<file path="src/rtl/imm_gen_pipe.sv">
// Registered RISC-V immediate generator with valid/ready channels and optional skid buffer.
// Build macro IMM_CSR_ZIMM_EN enables ImmSrc=100 as the CSR zimm (zero-extended Instr[19:15]).
module imm_gen_pipe #(
  parameter int XLEN = 32,
  parameter int SKID = 1
) (
  input  logic            clk,
  input  logic            rst,
  input  logic [31:0]     Instr,
  input  logic [2:0]      ImmSrc,
  input  logic            in_valid,
  output logic            in_ready,
  output logic [XLEN-1:0] ImmExt,
  output logic            ImmErr,
  output logic            out_valid,
  input  logic            out_ready
);

  logic [31:0]     imm32;
  logic            err_d;
  logic [XLEN-1:0] imm_d;
  logic            in_fire;
  logic            out_v;
  logic [XLEN-1:0] imm_q;
  logic            err_q;
  logic            unused_bits;

  assign unused_bits = ^Instr[6:0];

  always_comb begin
    imm32 = '0;
    err_d = 1'b0;
    case (ImmSrc)
      3'b000: imm32 = {{20{Instr[31]}}, Instr[31:20]};
      3'b001: imm32 = {{20{Instr[31]}}, Instr[31:25], Instr[11:7]};
      3'b010: imm32 = {{19{Instr[31]}}, Instr[31], Instr[7],
                       Instr[30:25], Instr[11:8], 1'b0};
      3'b011: imm32 = {{11{Instr[31]}}, Instr[31], Instr[19:12],
                       Instr[20], Instr[30:21], 1'b0};
      3'b111: imm32 = {Instr[31:12], 12'b0};
`ifdef IMM_CSR_ZIMM_EN
      3'b100: imm32 = {27'b0, Instr[19:15]};
`endif
      default: err_d = 1'b1;
    endcase
  end

  // Native 32-bit value widened by sign extension of bit 31.
  assign imm_d   = XLEN'($signed(imm32));
  assign in_fire = in_valid && in_ready;

  assign out_valid = out_v;
  assign ImmExt    = imm_q;
  assign ImmErr    = err_q;

  if (SKID != 0) begin : g_skid
    logic            skid_v;
    logic [XLEN-1:0] skid_imm;
    logic            skid_err;

    // Ready comes straight from the skid flag: no path from out_ready.
    assign in_ready = !skid_v;

    always_ff @(posedge clk) begin
      if (rst) begin
        out_v    <= 1'b0;
        imm_q    <= '0;
        err_q    <= 1'b0;
        skid_v   <= 1'b0;
        skid_imm <= '0;
        skid_err <= 1'b0;
      end else if (!out_v || out_ready) begin
        if (skid_v) begin
          out_v  <= 1'b1;
          imm_q  <= skid_imm;
          err_q  <= skid_err;
          skid_v <= 1'b0;
        end else begin
          out_v <= in_fire;
          if (in_fire) begin
            imm_q <= imm_d;
            err_q <= err_d;
          end
        end
      end else if (in_fire) begin
        skid_v   <= 1'b1;
        skid_imm <= imm_d;
        skid_err <= err_d;
      end
    end
  end else begin : g_single
    assign in_ready = !out_v || out_ready;

    always_ff @(posedge clk) begin
      if (rst) begin
        out_v <= 1'b0;
        imm_q <= '0;
        err_q <= 1'b0;
      end else if (in_fire) begin
        out_v <= 1'b1;
        imm_q <= imm_d;
        err_q <= err_d;
      end else if (out_ready) begin
        out_v <= 1'b0;
      end
    end
  end

endmodule

</file>
<file path="config.mk">
export PLATFORM = sky130hd
export DESIGN_NAME = imm_gen_pipe
export DESIGN_NICKNAME = d
export VERILOG_FILES = /design/src/rtl/imm_gen_pipe.sv
export SDC_FILE = /design/constraint.sdc
export NUM_CORES = 1
export LEC_CHECK = 0
export CAP_MARGIN = 20
export CORE_AREA = 2 2 94 96
export DETAILED_ROUTE_END_ITERATION = 16
export DIE_AREA = 0 0 96 98
export GPL_TIMING_DRIVEN = 0
export PLACE_DENSITY = 0.64
export SYNTH_ARGS = -nofsm -noshare
export SYNTH_HDL_FRONTEND = slang
export SYNTH_SLANG_ARGS = --single-unit
</file>
<file path="constraint.sdc">
create_clock -name clk -period 1.9 [get_ports clk]
set_clock_uncertainty 0.05 [all_clocks]
set_input_delay 0.19 -clock clk [delete_from_list [all_inputs] [get_ports clk]]
set_output_delay 0.19 -clock clk [all_outputs]
set_load 0.005 [all_outputs]
</file>
**Word-level counts from Yosys, hierarchy flattened**

Index checks and enable logic that the tools add are counted.

- Eq/ne operators: 4
- Muxes and demuxes: 7
- Bitwise logic cells: 1
- Reductions and logical operators: 10

Operators with widths:

| operator | number |
|---|---|
| case mux 32 bit (5 select lines) | 1 |
| 2-to-1 mux 32 bit | 2 |
| == test 3 x 2 -> 1 bit, second input constant | 2 |
| OR reduction 5 bit | 1 |
| 2-to-1 mux 1 bit | 4 |
| AND reduction 2 bit | 2 |
| == test 3 x 1 -> 1 bit, second input constant | 1 |
| == test 3 bit, second input constant | 1 |
| logical NOT 3 bit | 1 |
| logical NOT 1 bit | 2 |
| nonzero test 2 bit | 1 |
| OR reduction 2 bit | 1 |
| logical AND 1 bit | 1 |
| logical OR 1 bit | 1 |
| NOT 1 bit | 1 |

- Register bits: 68
- Bits of input ports: 39
- Logic and storage cells: 28

**Depth between registers and ports, before layout**

- Depth in word-level cells: 5
- Depth in mapped cells: 6
- Gate-level depth less buffers: 3

**Worst setup path before layout**

OpenSTA, ideal clock, no wires.

- Path type: register -> register
- From: register g_skid.skid_v
- To: register imm_q[1] (netlist: ImmExt[1])
- Library setup time: 142 ps
- Arrival time: 1182 ps
- Path slack: 526 ps
- Cell stages (with the launch flop): 7
- Buffers on the path: 3
- Path through: dfxtp_1 -> buf_4 -> or2_2 -> buf_2 -> buf_2 -> a21oi_1 -> a311oi_1

- Cells in the longest elaborated chain, start to end: 4
- Elaborated cells on any way between the ends: 5

RTL lines:

| what | RTL line | source |
|---|---|---|
| start: declaration | 57 | `logic skid_v;` |
| start signal: assignment | 69 | `skid_v <= 1'b0;` |
| start signal: assignment | 77 | `skid_v <= 1'b0;` |
| start signal: assignment | 86 | `skid_v <= 1'b1;` |
| logical NOT 1 bit | 62 | `assign in_ready = !skid_v;` |
| logical AND 1 bit | 50 | `assign in_fire = in_valid && in_ready;` |
| nonzero test 2 bit (no line) | -- |  |
| AND reduction 2 bit (no line) | -- |  |
| end signal: assignment | 75 | `imm_q <= skid_imm;` |
| end signal: assignment | 81 | `imm_q <= imm_d;` |
| end: declaration | 24 | `logic [XLEN-1:0] imm_q;` |

Parallel ways exist; a longest one is shown, timed or not.
A chain may end at the register's enable or synchronous reset.

**Final worst setup path**

- From: register g_skid.skid_v
- To: output in_ready

- Cells in the longest elaborated chain, start to end: 1

RTL lines:

| what | RTL line | source |
|---|---|---|
| logical NOT 1 bit | 62 |  |
| end: declaration | 12 | `output logic in_ready,` |

No other way between the ends.

==> impl_metrics.toml <==
[clock_tree]
hold_buffers = 0
cts_max_path_buffers = 2
cts_tree = "done"
cts_root_buf = "clkbuf_8"
clock_latency_ns = 0.34
numCtsBuffers = 9
path_clk_slew_ns = 0.08
clkSinkCount = 68
postCtsSetupRepairBufs = 0
htreeDepth = 3

[placement]
place.gp.congestion = 0.906
hpwl_um = 7140
dp.cells = 551
port_buffers = 62
post_dp_cell_area_sq_um = 4010

[yosys]
synth_area_sq_um = 3250
synthTopCellsByCount = "68 x dfxtp_1, 40 x a21oi_1, 33 x a211oi_1"
async_reset_ff_share_pct = 0
synth_most_common_cell = "dfxtp_1"
synth.avg_cell_area_sq_um = 8.54
synthFlopType = "dfxtp_1"
synthCells = 381
synth-seq-cells = 68
synth_warnings = 0
netlist.area_leader.share_pct = 41.8
synth_edf_count = 0
yosys.area.top_type = "dfxtp_1"
synthTopCellsByArea = "dfxtp_1 42%, a211oi_1 7.6%, a21oi_1 6.2%"
yosysUniqueCellTypes = 37
seq_area_frac_synth_pct = 41.8
synth_nets = 420

[drt]
wl_um = 10100
viasPerCell = 5.87
drt_iter0_drc = 205
post-route-drc-count = 0
ant_nets = 0
wire_per_inst_um = 17.8
firstDrtPassIters = 5
num_vias = 3324

[timing]
maxSlewViolCount = 0
finalCritPeriodShare_pct = 95.6
tightest_slew_ns = 0.634
post-route-min-period_ns = 1.82
finalHoldViolCount = 0
finalSetupViolations = 0
fmax_mhz = 551
relSlewSlack_pct = 57.8
rsz0062_at_grt = "no"

[critical_path]
critPathCaptureType = "primary output"
cpPeakStageDelay_ns = 0.52
critPathMaxFanout = 13
critical_path_arrival_ns = 1.58
critPathKind = "flop to primary output"
start_kind = "flop"
critPathRequiredTime_ns = 1.66
cpMaxStageDelayCell = "clkdlybuf4s50_1"
worstPathCellList = "buf_4 > clkinvlp_4 > clkdlybuf4s50_1"

[die]
fp.dieH_um = 98
start_util_pct = 38.4
die_w_um = 96
die-area_sq_um = 9410
io_pins = 74
core.rowCount = 34
core_sq_um = 8470

[power_and_ir_drop]
peakVddDrop_v = 0.000364
power_density_nw_per_um2 = 770
p_leak_uw = 0.00142

[final_layout]
synthToLayoutAreaGrowth_pct = 29.0
num-fill-cells = 839
instances_no_fill = 566
drive_above_1_share_pct = 11.1
final_core_util_pct = 49.6
final_area_sq_um = 4200
diodes = 0
layout.nets = 492

[worst_hold_path]
worstHoldPathType = "input pin to flop"

[global_routing]
grt_pass1_wl_um = 16500
antenna_found_initial = 0
grt_overflow_total = 0
grt_max_degree = 14
grt.total_usage_pct = 22.3
first_global_vias = 3149

[job]
cap_viol_max_count = 0

[status]
status = "completed"
-- registers in the layout, indices dropped and copies added, names as in the netlist --
| signal | count |
|---|---|
| ImmErr | 1 |
| g_skid.skid_imm | 32 |
| g_skid.skid_v | 1 |
| ImmExt | 32 |
| out_valid | 1 |
| g_skid.skid_err | 1 |
-- path summary, 6_finish.rpt --
kind                 startpoint                  to  slack (ns)  depth (start not counted)
max               g_skid.skid_v            in_ready        0.08                          3
min                         rst          ImmExt[13]        0.15                          2
max reg2reg       g_skid.skid_v           ImmExt[9]        0.18                          5
min reg2reg  g_skid.skid_imm[8]  g_skid.skid_imm[8]        0.41                          2
-- worst max-delay path, delay by kind of cell (launching register included) --
family	cells	cell delay, ns
buf+inv	3	0.93
flops	1	0.31
-- area by class of cell --
class	count	area [sq um]	area share, %
Timing Repair Buffer	62	621	14.8
Clock buffer	12	165	3.93
Sequential cell	68	1360	32.4
Buffer	46	224	5.34
Inverter	21	82.6	1.97
Multi-Input combinational cell	245	1590	37.8
Clock inverter	4	22.5	0.537
Tap cell	108	135	3.22
-- power breakdown --
group / total [uW] / internal [uW] / leakage, uW / switching [uW]
sequential: 1530 / 1500 / 0.000555 / 38.3
combinational: 563 / 272 / 0.000765 / 291
clock: 1140 / 574 / 0.0000982 / 562
-- layout by cell type (no fill, tap or decap), types with 2 or more instances in the layout --
cell type / count
nor2_1: 13
nand3_1: 9
nand2_1: 26
nand3b_1: 6
a311oi_1: 5
o32ai_1: 19
clkinv_2: 3
mux2i_1: 5
buf_2: 19
inv_1: 19
a211oi_1: 33
a21oi_1: 40
nor3_1: 14
o21ai_0: 15
clkinvlp_4: 2
o2111ai_1: 19
clkdlybuf4s50_1: 62
nand2b_1: 2
dfxtp_1: 68
and3_1: 9
nor3b_1: 14
buf_4: 5
nor2b_1: 2
clkbuf_8: 12
clkbuf_1: 20
-- metrics by stage --
step                hold WS, ns  setup WS, ns  power [uW]  TNS (ns)
floorplan                 0.279         0.526        1860         0
global placement          0.392        -0.236        2120     -4.45
detailed placement        0.400        -0.236        2120     -4.14
CTS                       0.150        0.0846        3230         0
global route              0.165        0.0119        3370         0
finish                    0.153        0.0842        3230         0
-- per-layer routing --
layer / vias to the layer above / track usage (%) / wire [um]
met2: 129 / 33.3 / 4590
li1: 1576 / - / -
met3: 22 / 2.85 / 638
met1: 1597 / 32.3 / 4590
met4: 0 / 8.79 / 251
met5: - / 0 / 0
-- kinds of logic after synthesis --
kind of cell	share of synthesized area (%)
compound gates	29.7
xor+xnor	0.500
buf+inv	9.38
flops	41.8
mux	1.88
simple gates	16.7
-- timing repair --
action | CTS | global route
setup endpoints to repair | 1 | 2
hold endpoints to repair | 0 | 0
resized for setup | 1 | 2
pin swaps | 0 | 0
Power figures use the tool's default switching activity.
